**src/rtl/acc_requant_pipe_pkg.sv**
```systemverilog
// Fixed-point format shared between the requantizer and the tanh activation.
// Holds the output format, its saturation bounds and the shift derivation.
package acc_requant_pipe_pkg;

   localparam int W_OUT = 12;
   localparam int OUT_I = 4;
   localparam int OUT_F = W_OUT - OUT_I;

   localparam logic [W_OUT-1:0] SAT_MAX = {1'b0, {(W_OUT-1){1'b1}}};
   localparam logic [W_OUT-1:0] SAT_MIN = {1'b1, {(W_OUT-1){1'b0}}};

   function automatic int calc_shift(int acc_f, int w_out, int out_i);
      return acc_f - (w_out - out_i);
   endfunction

endpackage

```
**src/rtl/acc_requant_pipe_round_sat.sv**
```systemverilog
// Combinational datapath: round-half-up of the accumulator (pre-register)
// and two's-complement clip of the registered rounded value (post-register).
module requant_round_sat
   import acc_requant_pipe_pkg::*;
#(
   parameter int ACC_W = 32,
   parameter int ACC_F = 16,
   parameter int W_OUT = acc_requant_pipe_pkg::W_OUT,
   parameter int OUT_I = acc_requant_pipe_pkg::OUT_I,
   localparam int SHIFT = calc_shift(ACC_F, W_OUT, OUT_I),
   localparam int R_W = ACC_W + 1 - SHIFT
) (
   input  logic [ACC_W-1:0] acc,
   output logic [R_W-1:0]   r,
   input  logic [R_W-1:0]   r_q,
   output logic [W_OUT-1:0] sat_data,
   output logic             sat
);

   localparam logic [W_OUT-1:0] MAXV = {1'b0, {(W_OUT-1){1'b1}}};
   localparam logic [W_OUT-1:0] MINV = {1'b1, {(W_OUT-1){1'b0}}};

   if (SHIFT < 0 || OUT_I < 1) begin : g_bad_cfg
      $error("requant_round_sat: SHIFT < 0 or OUT_I < 1");
   end

   logic signed [ACC_W:0] ext;
   assign ext = {acc[ACC_W-1], acc};

   if (SHIFT == 0) begin : g_noshift
      assign r = R_W'(ext);
   end else begin : g_shift
      localparam logic [ACC_W:0] HALF = (ACC_W+1)'(1) << (SHIFT-1);
      logic signed [ACC_W:0] sum;
      // Sign-extended by one bit, so adding half an LSB cannot wrap.
      assign sum = ext + $signed(HALF);
      assign r = R_W'(sum >>> SHIFT);
   end

   logic ovf;
   assign ovf = r_q[R_W-1:W_OUT-1] != {(R_W-W_OUT+1){r_q[R_W-1]}};

   always_comb begin
      sat_data = r_q[W_OUT-1:0];
      sat = 1'b0;
      if (ovf) begin
         sat_data = r_q[R_W-1] ? MINV : MAXV;
         sat = 1'b1;
      end
   end

endmodule

```
**src/rtl/acc_requant_pipe.sv**
```systemverilog
// Two-stage requantizer (round, then saturate) with valid/ready flow
// control and a sticky saturating count of clipped output samples.
module acc_requant_pipe
   import acc_requant_pipe_pkg::*;
#(
   parameter int ACC_W = 32,
   parameter int ACC_F = 16,
   parameter int W_OUT = acc_requant_pipe_pkg::W_OUT,
   parameter int OUT_I = acc_requant_pipe_pkg::OUT_I,
   parameter int CNT_W = 16
) (
   input  logic             clock,
   input  logic             resetn,
   input  logic             in_valid,
   output logic             in_ready,
   input  logic [ACC_W-1:0] in_data,
   output logic             out_valid,
   input  logic             out_ready,
   output logic [W_OUT-1:0] out_data,
   output logic             out_sat,
   input  logic             sat_clear,
   output logic [CNT_W-1:0] sat_count
);

   localparam int SHIFT = calc_shift(ACC_F, W_OUT, OUT_I);
   localparam int R_W = ACC_W + 1 - SHIFT;

   if (SHIFT < 0 || OUT_I < 1) begin : g_bad_cfg
      $error("acc_requant_pipe: SHIFT < 0 or OUT_I < 1");
   end

   logic             s1_valid;
   logic [R_W-1:0]   r_d;
   logic [R_W-1:0]   r_q;
   logic [W_OUT-1:0] sat_data;
   logic             sat;
   logic             s1_en;
   logic             s2_en;

   assign s2_en = !out_valid || out_ready;
   assign s1_en = !s1_valid || s2_en;
   assign in_ready = s1_en;

   requant_round_sat #(
      .ACC_W (ACC_W),
      .ACC_F (ACC_F),
      .W_OUT (W_OUT),
      .OUT_I (OUT_I)
   ) u_round_sat (
      .acc      (in_data),
      .r        (r_d),
      .r_q      (r_q),
      .sat_data (sat_data),
      .sat      (sat)
   );

   always_ff @(posedge clock or negedge resetn) begin
      if (!resetn) begin
         s1_valid <= 1'b0;
         r_q      <= '0;
      end else if (s1_en) begin
         s1_valid <= in_valid;
         if (in_valid) r_q <= r_d;
      end
   end

   // Bubbles drop out_valid but keep the last data word.
   always_ff @(posedge clock or negedge resetn) begin
      if (!resetn) begin
         out_valid <= 1'b0;
         out_data  <= '0;
         out_sat   <= 1'b0;
      end else if (s2_en) begin
         out_valid <= s1_valid;
         if (s1_valid) begin
            out_data <= sat_data;
            out_sat  <= sat;
         end
      end
   end

   always_ff @(posedge clock or negedge resetn) begin
      if (!resetn) begin
         sat_count <= '0;
      end else if (sat_clear) begin
         sat_count <= '0;
      end else if (out_valid && out_ready && out_sat && !(&sat_count)) begin
         sat_count <= sat_count + 1'b1;
      end
   end

endmodule

```
**config.mk**
```make
export PLATFORM = sky130hd
export DESIGN_NAME = acc_requant_pipe
export DESIGN_NICKNAME = d
export VERILOG_FILES = /design/src/rtl/acc_requant_pipe_pkg.sv /design/src/rtl/acc_requant_pipe_round_sat.sv /design/src/rtl/acc_requant_pipe.sv
export SDC_FILE = /design/constraint.sdc
export NUM_CORES = 1
export LEC_CHECK = 0
export ABC_AREA = 1
export CAP_MARGIN = 20
export CORE_MARGIN = 5
export CORE_UTILIZATION = 27
export CTS_CLUSTER_DIAMETER = 30
export DETAILED_ROUTE_END_ITERATION = 8
export GPL_TIMING_DRIVEN = 0
export SLEW_MARGIN = 5
export SYNTH_ARGS = -nofsm -noshare
export SYNTH_HDL_FRONTEND = slang
export SYNTH_SLANG_ARGS = --single-unit
```
**constraint.sdc**
```tcl
create_clock -name clock -period 2.6 [get_ports clock]
set_clock_uncertainty 0.05 [all_clocks]
set_input_delay 0.52 -clock clock [delete_from_list [all_inputs] [get_ports clock]]
set_output_delay 0.52 -clock clock [all_outputs]
set_load 0.05 [all_outputs]
```
-- After elaboration in Yosys (flattened, before gate mapping)
Index checks and enable logic that the tools add are counted.
- reductions and logical operators: 12
- equality and inequality tests: 1
- multiplexer cells: 5
- add/sub/neg operators: 2
- operators with widths (operator ; count):
    $add 32x9->33 const B ; 1
    $mux 16 ; 2
    $mux 12 ; 2
    $add 16x1->16 const B ; 1
    $reduce_and 16->1 ; 1
    $ne 13x13->1 ; 1
    $reduce_and 2->1 ; 2
    $logic_and 1x1->1 ; 3
    $logic_not 1->1 ; 3
    $logic_or 1x1->1 ; 2
    $reduce_bool 2->1 ; 1
    $mux 1 ; 1
- input port bits: 37
- bits in registers: 56
- word-level logic and storage cells: 26
- output and inout port bits: 31

-- Depth between registers and ports, before layout
Gate-level depths: netlist of run 1.
- word-level depth: 5
- depth in mapped cells: 10
- depth with buffers taken out: 10

-- By module
A second synthesis of run 1 with hierarchy kept.
- cells, all modules: 418
- area, all modules: 3402.0 um2
- modules (own cells, without submodules) (module ; cells each ; instances ; seq. area each (um2) ; area each (um2)):
    acc_requant_pipe ; 234 ; 1 ; 1401.3 ; 2488.6
    requant_round_sat ; 184 ; 1 ; 0.0 ; 913.4

-- Worst setup path after synthesis of run 1
Ideal clock, no wire load.
- kind: reg-to-reg
- start: register out_valid
- end: register r_q[10]
- cell stages (with the launch flop): 6
- slack: 0.570 ns
- period minus slack after synthesis: 2.030 ns
- buffers on the path: 2
- arrival: 1.852 ns
- setup time: 0.128 ns
- data required time: 2.422 ns
- cell sequence: dfrtp_1 -> nand3_1 -> nand2_1 -> buf_2 -> buf_2 -> o21ai_0
- longest elaborated chain between the ends: 4
- ends and longest elaborated chain (item ; RTL line ; RTL):
    start: declaration ; acc_requant_pipe.sv:17 ; output logic out_valid,
    start signal: assignment ; acc_requant_pipe.sv:74 ; out_valid <= s1_valid;
    $logic_not 1->1 ; acc_requant_pipe.sv:40 ; assign s2_en = !out_valid || out_ready;
    $logic_or 1x1->1 ; acc_requant_pipe.sv:40 ;
    $logic_or 1x1->1 ; acc_requant_pipe.sv:41 ; assign s1_en = !s1_valid || s2_en;
    via in_ready ; acc_requant_pipe.sv:15 ; output logic in_ready,
    $reduce_and 2->1 (no source line) ; -- ;
    end signal: assignment ; acc_requant_pipe.sv:63 ; if (in_valid) r_q <= r_d;
    end: declaration ; acc_requant_pipe.sv:34 ; logic [R_W-1:0] r_q;
The timed path passes the listed nets, and every way through them passes these cells.
A chain may end at the register's enable or synchronous reset.

-- Worst setup path after layout of run 1
- start: input port out_ready
- end: output port in_ready
- longest elaborated chain between the ends: 2
- ends and longest elaborated chain (item ; RTL line ; RTL):
    start: declaration ; acc_requant_pipe.sv:18 ; input logic out_ready,
    $logic_or 1x1->1 ; acc_requant_pipe.sv:40 ;
    $logic_or 1x1->1 ; acc_requant_pipe.sv:41 ;
    end: declaration ; acc_requant_pipe.sv:15 ;
No other way between the ends.

==> flow_summary.ini, run 1 <==
[outcome]
status = complete, no violations

[final_layout]
layout-drive-gt1-share_pct = 6.24
nFillCells = 1276
utilization_pct = 35.5
fin_cells = 692
syn_to_final_growth_pct = 28.6
final_common_cell = nand2_1
insertedDiodeCount = 0
nNetsFinal = 583
final_cell_mix = 192 x nand2_1, 58 x clkdlybuf4s50_1, 56 x dfrtp_1

[clock_network]
clk_pin_slew_ns = 0.08
cts.sinks = 56
clk_latency_ns = 0.29
cts_tree = done
postCtsHoldBufs = 0
h-tree-depth = 2
cts_root_buf = clkbuf_16
clockBufferDepth = 2
cts_buffers = 5

[floorplan]
die-area_um2 = 14600
fp.dieH_um = 121
start_util_pct = 27.6
rows = 40
die_width_um = 121
core_area_um2 = 12000
io_pins = 68

[yosys]
netlist_instances = 476
synth.avg_cell_area_um2 = 6.97
synth_seq_cells = 56
ys_warn_count = 0
netlist_area_um2 = 3320
ys_types = 30
synthesis.nets = 515
synth_seq_area_share_pct = 42.3

[critical_path]
required_ns = 2.03
cp-start-kind = primary input
crit_path_start = out_ready
worst-setup-path-type = in -> out
r2r_cells = 9
worstReg2RegEnd = sat_count[5]$_DFFE_PN0P_
ff2ff_setup_slack_ns = 0.83
cp.arrival_ns = 1.83
reg2reg_from = sat_count[0]$_DFFE_PN0P_
cp_max_fo = 3
endpoint_kind = output pin

[route]
post_drt_wl_per_cell_um = 12.6
wl_met3_um = 605
dr.pass1.iters = 4
num_vias = 3245
ant_nets = 0
viasPerCell = 4.69
drtIter0Drc = 297
drc_errors = 0
postRouteWirelength_um = 8740
dr.max_layer_used = met4
route.met2.wl_um = 3850
drt-met1-wl_um = 4170

[placement]
place_inst = 684
port_buffers = 60
place_hpwl_um = 6940
place_congestion = 0.875

[power]
power_leakage_nw = 1.97
peakVddDrop_uv = 350
internal_power_mw = 1.62
p_sw_mw = 0.925
p_comb_share_pct = 30.0
swShare_pct = 36.3
clock_power_share_pct = 27.4
p_per_area_nw_per_um2 = 597
seq_power_share_pct = 42.7

[global_route]
grt_use_total_pct = 12.4
grt_pass1_wl_um = 14900
grt_max_degree = 34
antenna_found_initial = 0
grt_pass1_vias = 3161
overflow = 0

[timing]
timing.final.crit_share_pct = 92.4
fmax_mhz = 416
setup_viol = 0
min_period_ns = 2.40
finalHoldViolCount = 0
slew_headroom_pct = 60.1
tightest_slew_ns = 0.598
drv_slew = 0
rsz0062_at_grt = false

[worst_hold_path]
hold_class = in -> async

[job]
max_cap_violations = 0
-- cell usage after synthesis, drive strengths merged --
cell    count  area share, %
a21oi       2           0.41
a31oi       1           0.19
and2        1           0.19
buf        11            1.9
clkbuf      1           0.11
dfrtp      56             42
ha          2           0.75
inv        34            3.8
nand2     194             22
nand3      44            6.8
nand3b      5            1.1
nand4      17            3.2
nor2       60            7.2
nor3        7            1.4
o21ai      19            2.9
o21bai      1           0.23
or2         2           0.38
xnor2       8            2.1
xor2       11            2.9
-- power by group through the flow --
stage                     Sequential, mW  Clock [mW]  Combinational (mW)
after floorplan                     1.32           0               0.246
after global placement              1.10           0               0.760
after CTS                           1.09       0.717               0.772
final                               1.09       0.696               0.763
after global routing                1.10       0.760               0.827
after detailed placement            1.10           0               0.772
-- worst max-delay path by stage --
stage / slack, ns / depth (start not counted) / endpoint
after global routing: 0.15 / 4 / in_ready
after detailed placement: -0.07 / 4 / in_ready
after CTS: 0.20 / 4 / in_ready
after global placement: -0.83 / 1 / r_q[5]$_DFFE_PN0P_
after floorplan: 0.57 / 5 / r_q[10]$_DFFE_PN0P_
final: 0.20 / 4 / in_ready
-- cell families after synthesis --
group           Yosys count  synth area share, %
compound gates           23                 3.70
flops                    56                 42.3
simple gates            330                 42.4
fa+ha+maj                 2                0.755
xor+xnor                 19                 5.02
buf+inv                  46                 5.85
-- per-stage QoR --
step                      cell area, µm²  hold slack, ns  TNS [ns]  total power, mW  setup WS [ns]
after global placement              4100           0.419    -46.39             1.86         -0.830
after CTS                           4260           0.198         0             2.58          0.205
final                               4260           0.174         0             2.55          0.198
after floorplan                     3320           0.174         0             1.56          0.570
after detailed placement            4120           0.419   -0.0749             1.87        -0.0749
after global routing                4260           0.220         0             2.69          0.146
-- final cells by class --
cell class                      count  area, µm²  share of cell area, %
Timing Repair Buffer               61        614                   14.4
Clock buffer                        5        125                   2.93
Sequential cell                    56       1400                   32.9
Inverter                           34        128                   2.99
Buffer                             12       66.3                   1.56
Tap cell                          147        184                   4.31
Clock inverter                      3       25.0                  0.587
Multi-Input combinational cell    374       1720                   40.3
-- registers in the layout, summed over array words and instances, names as in the netlist --
signal,cells
r_q,25
sat_count,16
out_data,12
out_sat,1
out_valid,1
s1_valid,1
-- per-layer routing --
metal | up-vias | track usage, %
li1 | 1656 | -
met1 | 1483 | 17.2
met2 | 98 | 19.3
met3 | 8 | 3.18
met4 | 0 | 3.26
met5 | - | 0
-- critical path, cell delays in order --
cell	delay, ns
clkdlybuf4s50_1	0.52
inv_1	0.07
nand3_1	0.16
dlygate4sd2_1	0.56
-- timing repair --
item | 4_1_cts | 5_1_grt
gates resized for setup | 1 | 0
setup buffers | 0 | 0
setup endpoints to repair | 1 | 0
No activity file was read; power rests on OpenSTA's default activity.
==> run 2: changes to the inputs <==
Settings changed: CAP_MARGIN 20 to unset.
==> results of run 2 <==
Final layout, timing and power as in run 1 (identical DEF).
==> run 3: changes to the inputs <==
Settings changed: CORE_UTILIZATION 27 to 55, PLACE_DENSITY set to 0.85.
==> run 3 against run 2 <==
Clock power is 28% lower; worst setup slack better by 0.091 ns; non-clock buffer count is the same; final area decreased by 3.4%; clock-buffer cell count rose by 1; die area fell by 47%; utilization up 35 points; power decreased by 7.6%; sequential cell count unchanged; cell count fell by 10%; via count about the same; wire length down 5.2%; critical path type unchanged.
==> flow_summary.ini, run 3 (synthesis results as in run 1) <==
[clock_network]
cts_setup_buffers = 0
cts_buffers = 5
postCtsHoldBufs = 0
cts_tree = done
cts.sinks = 56
clk_latency_ns = 0.31
clk_pin_slew_ns = 0.09
h-tree-depth = 2
clockBufferDepth = 2
cts_root_buf = clkbuf_8

[floorplan]
io_pins = 68
die-area_um2 = 7680
core_area_um2 = 5890
fp.dieH_um = 87.6
start_util_pct = 56.3
die_width_um = 87.6
rows = 28

[final_layout]
syn_to_final_growth_pct = 24.3
nNetsFinal = 583
layout-drive-gt1-share_pct = 6.24
final_cell_mix = 192 x nand2_1, 58 x clkdlybuf4s50_1, 56 x dfrtp_1
insertedDiodeCount = 0
largest_register_ffs = 25
reg.largest.list = r_q (25), sat_count (16), out_data (12)
regMostFlops = r_q
final_common_cell = nand2_1
nFillCells = 498
utilization_pct = 70.0
fin_cells = 620

[outcome]
status = complete, no violations

[route]
postRouteWirelength_um = 8290
drtIter0Drc = 137
num_vias = 3243
ant_nets = 0
post_drt_wl_per_cell_um = 13.4
drc_errors = 0
viasPerCell = 5.23
dr.pass1.iters = 4

[critical_path]
cp-start-kind = primary input
required_ns = 2.03
worst-setup-path-type = in -> out
endpoint_kind = output pin
crit_path_start = out_ready
ff2ff_setup_slack_ns = 0.86
cpMaxStageDelayCell = dlygate4sd2_1
cp_max_fo = 3
crit_chain = clkdlybuf4s50_1, inv_1, nand3_1, dlygate4sd2_1
reg2reg_from = sat_count[0]$_DFFE_PN0P_
critical-path-max-stage-delay_ns = 0.55
cp.arrival_ns = 1.74
critPathBufInv = 3
critPathTopFamily = buffers and inverters

[timing]
rsz0062_at_grt = false
drv_slew = 0
whs_ns = 0.0830
finalHoldViolCount = 0
min_period_ns = 2.31
layout_setup_ws_ns = 0.289
fmax_mhz = 433
setup_tns_ns = 0
setup_viol = 0
slew_headroom_pct = 66.1
tightest_slew_ns = 0.506
timing.final.crit_share_pct = 88.9

[power]
seq_power_share_pct = 46.2
clock_power_share_pct = 21.4
power_leakage_nw = 1.95
swShare_pct = 37.3
p_comb_share_pct = 32.4
p_per_area_nw_per_um2 = 571
peakVddDrop_uv = 499
internal_power_mw = 1.47
p_sw_mw = 0.878

[global_route]
grt_use_total_pct = 23.0
overflow = 0
antenna_found_initial = 0
grt_pass1_wl_um = 14000
grt_max_degree = 40
grt_pass1_vias = 3097

[placement]
place_congestion = 0.893
pre_cts_ws_ns = 0.000241
place_hpwl_um = 6600
port_buffers = 60
place_inst = 612

[job]
max_cap_violations = 0

[worst_hold_path]
hold_class = in -> async
[run 3: worst paths after layout]
check                                       endpoint  depth (start not counted)
min                          out_data[2]$_DFFE_PN0P_                          1
min in group clock           out_data[4]$_DFFE_PN0P_                          2
min reg2reg                  out_data[4]$_DFFE_PN0P_                          2
max reg2reg                sat_count[14]$_DFFE_PN0P_                          9
max in group asynchronous  sat_count[12]$_DFFE_PN0P_                          2
max                                         in_ready                          4
[run 3: routing by layer]
layer  vias up  wire [µm]  global-route usage [%]
met5         -          0                       0
met4         0        132                    7.67
met3        10        426                    3.39
met2        92       4110                    40.3
met1      1490       3610                    28.9
li1       1651          -                       -
[run 3: power groups by stage]
stage          sequential (mW)  combinational, mW  clock, mW
5_1_grt                   1.10              0.825      0.537
3_5_place_dp              1.10              0.766          0
2_1_floorplan             1.32              0.246          0
3_3_place_gp              1.10              0.748          0
6_report                  1.09              0.763      0.502
4_1_cts                   1.08              0.769      0.512
[run 3: cell type report]
class,count,area [µm²],area share (%)
multi-input cells,374,1720,41.8
flip-flops and latches,56,1400,34.0
repair buffers,61,614,14.9
inverters,34,128,3.10
well taps,75,93.8,2.28
clock buffers,6,82.6,2.00
plain buffers,12,66.3,1.61
clock inverters,2,13.8,0.334
[run 3: per-stage QoR]
| step | cell area [µm²] | total power, mW |
|---|---|---|
| detailed placement | 4030 | 1.87 |
| global placement | 4010 | 1.84 |
| global route | 4120 | 2.47 |
| floorplan | 3320 | 1.56 |
| CTS | 4120 | 2.37 |
| finish | 4120 | 2.35 |
[run 3: repair_timing]
item	CTS	global route
setup endpoints to repair	1	0
endpoints found under the hold margin	0	0
resized for setup	1	0
